<file path="config.mk">
export PLATFORM = sky130hd
export DESIGN_NAME = pixel_packer
export DESIGN_NICKNAME = d
export VERILOG_FILES = /design/src/rtl/pixel_packer.sv
export SDC_FILE = /design/constraint.sdc
export NUM_CORES = 1
export LEC_CHECK = 0
export CAP_MARGIN = 20
export CORE_MARGIN = 5
export CORE_UTILIZATION = 43
export DETAILED_ROUTE_END_ITERATION = 8
export GPL_TIMING_DRIVEN = 0
export PLACE_DENSITY = 0.78
export SYNTH_ARGS = -nofsm -noshare
export SYNTH_HDL_FRONTEND = slang
export SYNTH_SLANG_ARGS = --single-unit
</file>
<file path="constraint.sdc">
create_clock -name clk_25 -period 3.3 [get_ports clk_25]
set_input_delay 0.495 -clock clk_25 [delete_from_list [all_inputs] [get_ports clk_25]]
set_output_delay 0.495 -clock clk_25 [all_outputs]
set_load 0.01 [all_outputs]
</file>
<file path="src/rtl/pixel_packer.sv">
// Packs valid RGB pixels with their frame coordinates into 44-bit FIFO words.
// Pixels that arrive while the FIFO is full are dropped and counted.
module pixel_packer #(
   parameter int H_ACTIVE = 640,
   parameter int V_ACTIVE = 480
) (
   input  logic        clk_25,
   input  logic        rst_n,
   input  logic        in_vs,
   input  logic        in_val,
   input  logic [7:0]  in_r,
   input  logic [7:0]  in_g,
   input  logic [7:0]  in_b,
   input  logic        wrfull,
   output logic        wrclk,
   output logic        wrreq,
   output logic [43:0] data,
   output logic        frame_done,
   output logic        overflow,
   output logic [15:0] drop_cnt
);

   localparam logic [9:0] X_LAST = 10'(H_ACTIVE - 1);
   localparam logic [9:0] Y_LAST = 10'(V_ACTIVE - 1);

   logic [9:0]  x_q, x_d, y_q, y_d;
   logic [9:0]  x_cur, y_cur;
   logic        wrreq_q, wrreq_d;
   logic [43:0] data_q, data_d;
   logic        done_q, done_d;
   logic        ovf_q, ovf_d;
   logic [15:0] drop_q, drop_d;
   logic        drop_px;

   assign wrclk = clk_25;

   always_comb begin
      // in_vs restarts the frame before the same-cycle pixel is placed
      x_cur   = in_vs ? 10'd0 : x_q;
      y_cur   = in_vs ? 10'd0 : y_q;
      ovf_d   = in_vs ? 1'b0  : ovf_q;
      drop_d  = in_vs ? 16'd0 : drop_q;
      x_d     = x_cur;
      y_d     = y_cur;
      drop_px = in_val & wrfull;
      wrreq_d = in_val & ~wrfull;
      data_d  = wrreq_d ? {x_cur, y_cur, in_r, in_g, in_b} : data_q;
      done_d  = in_val && (x_cur == X_LAST) && (y_cur == Y_LAST);

      if (in_val) begin
         if (x_cur == X_LAST) begin
            x_d = 10'd0;
            y_d = (y_cur == Y_LAST) ? 10'd0 : y_cur + 10'd1;
         end else begin
            x_d = x_cur + 10'd1;
         end
      end

      if (drop_px) begin
         ovf_d = 1'b1;
         if (drop_d != 16'hFFFF) drop_d = drop_d + 16'd1;
      end
   end

   always_ff @(posedge clk_25 or negedge rst_n) begin
      if (!rst_n) begin
         x_q     <= 10'd0;
         y_q     <= 10'd0;
         wrreq_q <= 1'b0;
         data_q  <= 44'd0;
         done_q  <= 1'b0;
         ovf_q   <= 1'b0;
         drop_q  <= 16'd0;
      end else begin
         x_q     <= x_d;
         y_q     <= y_d;
         wrreq_q <= wrreq_d;
         data_q  <= data_d;
         done_q  <= done_d;
         ovf_q   <= ovf_d;
         drop_q  <= drop_d;
      end
   end

   assign wrreq      = wrreq_q;
   assign data       = data_q;
   assign frame_done = done_q;
   assign overflow   = ovf_q;
   assign drop_cnt   = drop_q;

endmodule
</file>
[After elaboration in Yosys (flattened, before gate mapping)]
Cells that the tools add are included.
Operators by class
  add/sub/neg operators: 3
  equal/unequal tests: 3
  muxes and demuxes: 12
  bitwise operators: 3
  reductions and logical operators: 3
Operators with widths (number)
  $mux 10: 7
  $mux 16: 3
  $add 10x1->10 const B: 2
  $add 16x1->16 const B: 1
  $ne 16x16->1 const B: 1
  $eq 10x10->1 const B: 1
  $eq 10x9->1 const B: 1
  $and 1x1->1: 2
  $logic_and 1x1->1: 2
  $mux 1: 2
  $reduce_bool 2->1: 1
  $not 1->1: 1
Storage, ports and cells
  register bits: 83
  bits of input ports: 29
  output and inout bits: 64
  word-level logic and storage cells: 31

[Longest topological paths before layout]
Gate-level depths: netlist of the first run.
  depth in word-level cells: 5
  mapped depth: 10

==> metrics.txt, run 1 <==
status finished, final reports clean; crit-path max FO 10; layout cells sized above 1 6.69%; unrepaired setup endpoints after global routing no; P_int 1.77 mW; Synth Instances 397; Clock Pin Slew Worst Setup and Hold Paths 0.09 ns; share of the synthesized area in the top cell type 55.3%; die height 103 um; ANT nets after route 0; max_slew headroom 64.2%; WL/cell 14.8 um; CP Capture Type register; syn nets 429; fin. max-slew vios 0; Area growth syn-to-layout 35.7%; actual slew at the worst max-slew pin 0.537 ns; fmax 327 MHz; synthesis-stage register bit count 83; Die W 103 um; crit path kind input port to register; post-route cell area 0.00510 mm2; setup TNS 0 ns; Vias per Instance 5.11; Worst Skew 0.00825 ns; combinational fraction of design power 11.5%; number of global-route vias before repair 3,206; reg2reg start x_q[0]$_DFF_PN0_; fin cells 616; number of flops mapped to enable cells by yosys 0; Global Route Usage Sum 18.0%; GP Congestion 0.807; Core Area 0.00864 mm2; clock power share 41.6%; Final min period 3.06 ns; drt first pass iters 4; RR Endpoint y_q[6]$_DFF_PN0_; Peak supply drop 345 uV; DRC errors left 0; IO Count 93; Critical Path Source Type input port; Diodes inserted 0; Leakage 2.35 nW; area leader, netlist dfrtp_1; initial antenna violation count 0; most common cell after layout, fill and taps aside nand2_1; Placed Cells 597; WL final 9100 um; largest net degree at the start of global routing 47; CTS tree built; Nets 535; Filler cells 743; Sequential Power Share 46.9%; first-pass GRT wire length 15,200 um; Initial DRC Count 179; final setup fails 0; fin worst setup slack 0.243 ns; Final Hold Vio Count 0; GRT Residual Overflow 0; final worst path period share 92.6%; post-detail-place hpwl 6660 um; Power Dens Cells 456 mW/mm2; commonest non-fill, non-tap cells in the layout nand2_1, clkdlybuf4s50_1, dfrtp_1, o21ai_0, nand2b_1; pre-CTS setup slack -0.411 ns; Reg area 0.00208 mm2; Die ar. 0.0107 mm2; Critical Path AT 3.40 ns; worst skew pair latency 0.46 ns; Hold WC Path Type input port to async pin; library cells used by synthesis 39; Initial Utilization 43.5%; via count 3,147; ranking of synthesized cells by area dfrtp_1, nand2_1, xnor2_1; Syn Std Cell Area 0.00376 mm2; CP Data Required Time 3.65 ns; FFs w/ async S/R, synth 100%; Synth Flop Type dfrtp_1; Pwr Total 2.32 mW; multi-input logic area 0.00157 mm2; total number of yosys warnings 0; Post-CTS Setup Inserts 0; Sw Pwr 0.557 mW; Final Core Density 59.0%; # resized after CTS 0; Post-Syn Area per Cell 9.46 um2; Post-DP Area 0.00483 mm2; sw frac 24.0%; port buffer count 91; Worst R2R Path Depth 9; Reg2Reg Setup Slack 0.91 ns; CTS Hold Buffers Added 0; number of max-cap violations 0; register area share after synthesis 55.3%; hold_ws 0.00103 ns; Site Rows 34
worst max-delay path: stages:
cell,delay (ns)
clkdlybuf4s50_1,0.73
buf_2,0.30
clkbuf_2,0.29
nor2b_1,0.12
ha_1,0.25
nand3_1,0.22
nor3_1,0.12
buf_2,0.20
nor4_1,0.30
mux2_2,0.37
power by group through the flow:
| stage | Clock [mW] | Combinational [mW] | Sequential (mW) |
|---|---|---|---|
| after CTS | 0.987 | 0.273 | 1.09 |
| after floorplan | 0.0250 | 0.0756 | 1.13 |
| after global routing | 1.04 | 0.294 | 1.10 |
| final | 0.967 | 0.268 | 1.09 |
| after detailed placement | 0.0476 | 0.272 | 1.11 |
| after global placement | 0.0476 | 0.261 | 1.11 |
sequential cells by signal (all words and copies together), names as in the netlist:
name / flops
frame_done: 1
data: 44
x_q: 10
overflow: 1
y_q: 10
wrreq: 1
drop_cnt: 16
synthesized netlist by cell type, drive strengths merged, types with 4 or more instances:
cell type  number
nand3          14
buf             7
xor2            5
nor2b          13
nor2           17
and3            8
nor3            8
clkbuf         14
dfrtp          83
and4b           4
inv             6
xnor2          17
mux2            5
nand2         113
nand2b         20
a21oi           4
o21ai          21
nand4           5
nor4            5
layer usage:
| metal | vias up | track usage (%) | part of all wire (%) |
|---|---|---|---|
| li1 | 1527 | - | - |
| met1 | 1529 | 23.7 | 44 |
| met2 | 82 | 29.5 | 49 |
| met3 | 9 | 3.82 | 5.8 |
| met4 | 0 | 6.67 | 1.1 |
| met5 | - | 0 | 0 |
logic make-up after synthesis:
family / count (synthesis) / share of synthesized area, %
AOI/OAI and AO/OA: 33 / 4.90
xor gates and xnor gates: 22 / 5.13
adders and majority gates: 3 / 0.999
buffers and inverters: 27 / 3.03
DFF: 83 / 55.3
muxes: 5 / 1.50
and+or+nand+nor: 224 / 29.2
how the worst max path moves through the flow:
stage	endpoint	from	cells after the start	slack [ns]
after detailed placement	drop_cnt[13]$_DFF_PN0_	in_vs	10	-0.41
after global placement	data[13]$_DFFE_PN0P_	rst_n	1	-1.14
final	drop_cnt[13]$_DFF_PN0_	in_vs	10	0.24
after floorplan	y_q[6]$_DFF_PN0_	in_vs	10	0.96
after global routing	drop_cnt[13]$_DFF_PN0_	in_vs	10	0.12
after CTS	drop_cnt[13]$_DFF_PN0_	in_vs	10	0.06
layout make-up:
cell class,count,share of cell area [%]
Sequential cell,83,40.7
Tap cell,108,2.65
Clock buffer,15,3.78
Clock inverter,5,1.67
Buffer,21,1.82
Multi-Input combinational cell,287,30.7
Timing Repair Buffer,91,18.2
Inverter,6,0.442
Power figures use the tool's default switching activity.
==> run 2: changes to the inputs <==
Settings changed: DONT_BUFFER_PORTS set to 1, PLACE_DENSITY 0.78 to 0.67.
Clock period 3.3 ns to 2.6 ns, I/O delays scaled along.
==> metrics.txt, run 2 (synthesized netlist as in run 1, its figures left out) <==
Power Dens Cells 644 mW/mm2; commonest non-fill, non-tap cells in the layout nand2_1, dfrtp_1, o21ai_0, nand2b_1; CP peak stage delay 0.41 ns; worst skew pair latency 0.46 ns; max reg flops 44; Clock Pin Slew Worst Setup and Hold Paths 0.09 ns; cells along the critical path nor2b_1, ha_1, and4_1, clkbuf_1, and3_1, clkbuf_2, clkbuf_1, nand3_1, o21ai_0; WL/cell 16.2 um; fin worst setup slack 0.236 ns; GP Congestion 0.871; crit-path max FO 10; Die W 103 um; GRT Residual Overflow 0; critical path's top delay family simple AND/OR/NAND/NOR gates; number of max-cap violations 0; actual slew at the worst max-slew pin 0.527 ns; die height 103 um; Pwr Total 2.70 mW; WL final 8520 um; CP Capture Type register; Filler cells 802; IO Count 93; Final Hold Vio Count 0; status finished, final reports clean; Leakage 2.00 nW; fin cells 526; final setup fails 0; Final min period 2.36 ns; multi-input logic area 0.00157 mm2; Die ar. 0.0107 mm2; Nets 445; Peak supply drop 467 uV; crit path kind register to register; Post-CTS Setup Inserts 0; final worst path period share 90.9%; setup TNS 0 ns; fmax 423 MHz; Initial Utilization 43.5%; unrepaired setup endpoints after global routing no; initial antenna violation count 0; Placed Cells 505; Site Rows 34; Area growth syn-to-layout 11.3%; drt first pass iters 5; port buffer count 0; Critical Path AT 2.74 ns; Buf/Inv on CP 3; number of global-route vias before repair 2,659; largest net degree at the start of global routing 84; Hold WC Path Type input port to register; Post-DP Area 0.00389 mm2; Diodes inserted 0; CP Data Required Time 2.98 ns; fin. max-slew vios 0; Reg area 0.00208 mm2; most common cell after layout, fill and taps aside nand2_1; Critical Path Source Type register; Initial DRC Count 118; slowest stage cell, crit path clkbuf_1; Vias per Instance 5.25; Worst Skew 0.0142 ns; Global Route Usage Sum 16.3%; Core Area 0.00864 mm2; first-pass GRT wire length 13,300 um; DRC errors left 0; via count 2,763; post-detail-place hpwl 5980 um; CTS tree built; post-route cell area 0.00418 mm2; pre-CTS setup slack -0.151 ns; Final Core Density 48.4%; ANT nets after route 0; Critical Path Most Common Cell clkbuf_1; layout cells sized above 1 7.89%; hold_ws 0.0240 ns; max_slew headroom 64.9%
==> run 2: cell count changes in the layout (fill, tap and decap cells not counted), sizes merged <==
cell	delta
clkbuf	-1
clkinvlp	+1
buf	-1
bufinv	-1
clkdlybuf4s50	-90
clkinv	+1
dlygate4sd3	+1
==> run 2: worst paths after layout <==
path / from / to / slack, ns / cells past startpoint
setup / recovery: x_q[0]$_DFF_PN0_ / y_q[3]$_DFF_PN0_ / 0.24 / 9
min in group asynchronous: rst_n / drop_cnt[12]$_DFF_PN0_ / 0.50 / 2
hold reg to reg: data[1]$_DFFE_PN0P_ / data[1]$_DFFE_PN0P_ / 0.55 / 2
hold / removal: in_r[7] / data[23]$_DFFE_PN0P_ / 0.02 / 2
setup reg to reg: x_q[0]$_DFF_PN0_ / y_q[3]$_DFF_PN0_ / 0.24 / 9
max in group asynchronous: rst_n / data[43]$_DFFE_PN0P_ / 1.77 / 2
==> run 2: routing by layer <==
| metal | GRT usage (%) | wire length, um |
|---|---|---|
| met1 | 21.0 | 3740 |
| met2 | 24.2 | 3930 |
| met3 | 5.37 | 661 |
| met4 | 8.96 | 184 |
| met5 | 0 | 0 |
==> run 2: where the power goes <==
part           switching (mW)  internal, mW
registers              0.0703          1.35
logic                   0.102        0.0511
clock network           0.524         0.596
==> run 2: worst register-to-register path, stage by stage, from the launching register on <==
cell and delay, ns:
dfrtp_1 0.34, nor2b_1 0.30, ha_1 0.22, and4_1 0.18, clkbuf_1 0.21, and3_1 0.19
clkbuf_2 0.17, clkbuf_1 0.41, nand3_1 0.15, o21ai_0 0.11
==> run 2: final cells by class <==
cell class	instances	area share [%]
plain buffers	21	2.18
clock buffers	13	4.28
clock inverters	6	1.76
inverters	6	0.538
multi-input cells	287	37.5
flip-flops and latches	83	49.7
well taps	108	3.23
repair buffers	2	0.897
==> run 2: repair_timing <==
item                                    4_1_cts  5_1_grt
endpoints found under the setup margin        0        0
gates resized for setup                       0        0
hold buffers                                  2        0
hold endpoints to repair                     83        0
==> run 3: changes to the inputs <==
Clock period 2.6 ns to 2 ns, I/O delays scaled along.
==> metrics.txt, run 3 (synthesized netlist as in run 1, its figures left out) <==
layout cells sized above 1 12.7%; crit path kind register to register; GP Congestion 0.852; Critical Path Source Type register; status finished with violations; Power Dens Cells 756 mW/mm2; Hold WC Path Type input port to async pin; Buf/Inv on CP 2; Area growth syn-to-layout 19.8%; CP peak stage delay 0.36 ns; Clock Pin Slew Worst Setup and Hold Paths 0.09 ns; Nets 477; actual slew at the worst max-slew pin 0.560 ns; Initial Utilization 43.5%; Final min period 1.96 ns; die height 103 um; Filler cells 784; Leakage 2.13 nW; WL final 8940 um; slowest stage cell, crit path dfrtp_1; Core Area 0.00864 mm2; number of global-route vias before repair 2,905; CP Data Required Time 2.38 ns; IO Count 93; Final Hold Vio Count 83; DRC errors left 0; fin. max-slew vios 0; Peak supply drop 348 uV; CTS Hold Buffers Added 25; WL/cell 16.0 um; critical path's top delay family simple AND/OR/NAND/NOR gates; drt first pass iters 5; final setup fails 0; GRT Residual Overflow 0; Diodes inserted 0; Vias per Instance 5.19; post-detail-place hpwl 6030 um; fmax 509 MHz; ANT nets after route 0; Worst Skew 0.0107 ns; Critical Path AT 2.35 ns; port buffer count 0; Site Rows 34; max_slew headroom 62.7%; Die W 103 um; Global Route Usage Sum 17.2%; crit-path max FO 6; CTS tree built; via count 2,894; setup TNS 0 ns; final worst path period share 98.2%; first-pass GRT wire length 14,100 um; initial antenna violation count 0; Initial DRC Count 131; largest net degree at the start of global routing 84; unrepaired setup endpoints after global routing yes; number of max-cap violations 0; CP Capture Type register; cells along the critical path nand2b_1, inv_1, ha_2, and4_4, and3_1, clkbuf_4, nand4_1, or3_1, a21oi_1; hold_ws -0.478 ns; failing checks hold timing; worst skew pair latency 0.46 ns; max reg flops 44; most common cell after layout, fill and taps aside nand2_1; Die ar. 0.0107 mm2; commonest non-fill, non-tap cells in the layout nand2_1, dfrtp_1, dlygate4sd3_1, o21ai_0, nand2b_1
==> run 3: what timing repair did <==
action / in CTS / in global routing
resized for setup: 10 / 8
pin swaps: 2 / 3
setup buffers: 5 / 5
hold endpoints to repair: 108 / 83
endpoints found under the setup margin: 15 / 10
==> run 3: stage by stage <==
stage	setup slack (ns)	util, %	instances	cell area, um2	power (mW)
after floorplan	-0.0277	-	397	3770	2.03
after global placement	-0.307	45.2	505	3910	2.08
after detailed placement	-0.388	45.2	505	3910	2.09
after CTS	0.00547	51.5	553	4450	3.43
after global routing	-0.0449	52.1	558	4500	3.56
final	0.0366	52.1	558	4500	3.40
==> run 3: final cells by class <==
cell class                 instances  area [um2]  share of cell area (%)
clock inverter                     6        48.8                    1.08
timing repair buffer              35         325                    7.23
buffer                            20        97.6                    2.17
inverter                           6        22.5                   0.500
multi-input combinational        287        1610                    35.8
clock buffer                      13         179                    3.97
tap                              108         135                    3.00
sequential                        83        2080                    46.2
==> run 3: per-layer routing <==
| layer | vias to the layer above | track usage, % | wire length [um] |
|---|---|---|---|
| met3 | 15 | 5.10 | 646 |
| met5 | - | 0 | 0 |
| met2 | 74 | 27.5 | 4310 |
| met1 | 1398 | 21.4 | 3800 |
| li1 | 1407 | - | - |
| met4 | 0 | 8.27 | 177 |
==> run 3: worst reg2reg max path, cell delays in order, from the launching register on <==
cell and delay (ns):
dfrtp_1 0.36, nand2b_1 0.09, inv_1 0.09, ha_2 0.18
and4_4 0.25, and3_1 0.15, clkbuf_4 0.16, nand4_1 0.13
or3_1 0.34, a21oi_1 0.14
==> run 3: where the power goes <==
part / switching, mW / internal [mW] / leakage (nW)
Clock: 0.683 / 0.649 / 0.117
Combinational: 0.113 / 0.106 / 0.907
Sequential: 0.0929 / 1.76 / 1.11
==> run 3: worst paths after layout <==
path	start	to	slack, ns	depth (start not counted)
hold / removal	rst_n	drop_cnt[13]$_DFF_PN0_	-0.48	0
setup reg to reg	x_q[1]$_DFF_PN0_	y_q[6]$_DFF_PN0_	0.04	9
max in group asynchronous	rst_n	data[21]$_DFFE_PN0P_	2.31	0
hold reg to reg	data[9]$_DFFE_PN0P_	data[9]$_DFFE_PN0P_	0.55	2
min in group clk_25	in_vs	frame_done$_DFF_PN0_	0.11	3
setup / recovery	x_q[1]$_DFF_PN0_	y_q[6]$_DFF_PN0_	0.04	9
==> patch: new RTL, flow settings as in run 3 <==
`V_ACTIVE`: 480 -> 360.
--- a/src/rtl/pixel_packer.sv
+++ b/src/rtl/pixel_packer.sv
@@ -3,5 +3,5 @@
 module pixel_packer #(
    parameter int H_ACTIVE = 640,
-   parameter int V_ACTIVE = 480
+   parameter int V_ACTIVE = 360
 ) (
    input  logic        clk_25,
Formal check against the unedited RTL: same outputs for any inputs over 10 cycles, from zero or initial values and one cycle with rst_n low; that may be too few to reach the edited logic, so the function may still have changed.
==> patch against run 3 <==
The flow finishes with violations (negative hold slack, negative setup slack); design area increased by 2.7%; critical endpoint is now drop_cnt[11]$_DFF_PN0_; largest power group unchanged; wire length rose by 5.6%; critical path depth shrank 1; final cell count is 1.1% lower; power is 3.8% higher; area after synthesis down 0.77%; sequential cell count did not move; worst setup slack worse by 0.039 ns; highest routed layer unchanged.
==> patch: results (changes against run 3) <==
[route]
drtIter0Drc=138  ; +5.3%
drt_first_pass_iters=4  ; -1
wl_per_cell_um=17.1  ; +6.7%
vias=2999  ; +3.6%

[worst_setup_path]
r2r.worst_path.cells=8  ; -1
start_kind=register
r2r-end=drop_cnt[11]$_DFF_PN0_
arrival_ns=2.33  ; -0.02 ns
r2r-start=drop_cnt[0]$_DFF_PN0_

[placement]
placed_cell_area_sq_um=3910  ; about the same
place.gp.congestion=0.902  ; +5.9%
place_inst=498  ; -1.4%
hpwl_mm=5.83  ; -3.3%

[clock_network]
path_clk_slew_ns=0.09  ; about the same
clock_latency_ns=0.47
ctsHoldBuffers=24  ; -4.0%

[layout]
drive_above_1_share_pct=17.1  ; +4.5 points
final_nets=471  ; -1.3%
largest_register_ff_count=44  ; unchanged
antenna_cells=0  ; unchanged
fin_cells=552  ; -1.1%

[yosys]
synth_compound_area_share_pct=6.07  ; +1.2 points
yosys_warnings=0  ; unchanged
synth_xor_area_share_pct=5.40  ; +0.27 points
netlist_top_cells_count=nand2_1, dfrtp_1, nor2_1
synth-seq-area-share_pct=55.7  ; +0.43 points
synth_nets=422  ; -1.6%
yosysUniqueCellTypes=47  ; +21%
avgSynthCellArea_sq_um=9.56  ; +1.0%
synthAdderAreaFrac_pct=1.01  ; +0.0077 points
post_synth_main_area_contributors=dfrtp_1, nand2_1, xnor2_1, o21ai_0, nor2_1
muxShareOfSynthArea_pct=2.01  ; +0.51 points

[power]
ir_worst_vdd_mv=0.401  ; +15%
power_switching_share_pct=25.6  ; -0.55 points
p_leak_nw=2.07  ; -3.1%

[run_status]
outcome=complete, but fails checks
violations=negative hold slack, negative setup slack

[global_routing]
track_usage_pct=18.6  ; +1.4 points
grt_pass1_wl_mm=15.1  ; +7.1%
grt_pass1_vias=3050  ; +5.0%
grt_max_degree=84  ; unchanged
antenna_found_initial=0  ; unchanged

[timing]
clock-skew-final_ns=0.0167  ; +0.00602 ns
whs_ns=-0.480  ; -0.00181 ns
max_slew_margin_pct=61.3  ; -1.4 points
finalSetupViolCount=1  ; +1
finalHoldViolations=83  ; unchanged
timing.final.ws_setup_ns=-0.00196  ; -0.0386 ns

[hold_path]
hold_path_class=input port to async pin

-- patch: cell count changes in the layout (fill, tap and decap cells not counted), sizes merged, moves of 4 or more --
cell    change
a21oi       +6
and3        -5
nand2      +11
nand2b     -17
nand3       -7
nand4       +5
nor2b       -4
-- patch: through the flow --
step / setup slack (ns) / utilization (%) / TNS, ns
floorplan: 0.00307 / - / 0
global route: -0.0714 / 53.8 / -0.181
global placement: -0.361 / 45.5 / -3.14
finish: -0.00196 / 53.8 / -0.00196
CTS: -0.0747 / 52.8 / -0.255
detailed placement: -0.393 / 45.5 / -3.72
-- patch: cells by family (layout without fill, tap and decap cells) --
family,after synthesis,after routing
buf+inv,24,78
flops,83,83
mux,7,7
compound gates,39,39
xor+xnor,23,23
fa+ha+maj,3,3
simple gates,211,211
-- patch: repair_timing --
action	CTS	global route
endpoints found under the setup margin	17	19
endpoints found under the hold margin	107	83
buffers inserted	7	6
resized for setup	21	17
pin swaps	5	3
-- patch: critical path, cell delays in order (launching register included) --
cell and delay [ns]:
dfrtp_2 0.45, nor2b_4 0.15, ha_4 0.16, and3_4 0.16, and4bb_4 0.23, buf_4 0.14, a2111oi_2 0.35, xnor2_1 0.16
nor2_1 0.06
-- patch: power groups by stage --
stage / Sequential, mW / Combinational (mW) / Clock [mW]
finish: 1.86 / 0.213 / 1.46
CTS: 1.85 / 0.207 / 1.50
global route: 1.87 / 0.239 / 1.57
floorplan: 1.87 / 0.127 / 0.0412
global placement: 1.89 / 0.156 / 0.0412
detailed placement: 1.88 / 0.166 / 0.0412
-- patch: cell type report --
type	count	area, sq um
sequential	83	2090
timing repair buffer	37	338
inverter	6	22.5
clock inverter	6	71.3
tap	108	135
clock buffer	13	179
multi-input combinational	283	1720
buffer	16	71.3
fill	746	3970
-- patch: per-layer routing --
metal | global-route usage [%] | part of all wire (%) | vias to the layer above
li1 | - | - | 1395
met1 | 23.5 | 41 | 1452
met2 | 28.6 | 48 | 134
met3 | 5.35 | 9.3 | 18
met4 | 11.0 | 2.5 | 0
met5 | 0 | 0 | -
-- patch: worst max-delay path by stage --
stage,slack [ns],endpoint,cells after the start
detailed placement,-0.39,y_q[7]$_DFF_PN0_,8
global route,-0.07,drop_cnt[11]$_DFF_PN0_,8
finish,-0.002,drop_cnt[11]$_DFF_PN0_,8
global placement,-0.36,y_q[4]$_DFF_PN0_,8
floorplan,0.003,drop_cnt[6]$_DFF_PN0_,8
CTS,-0.07,drop_cnt[6]$_DFF_PN0_,8
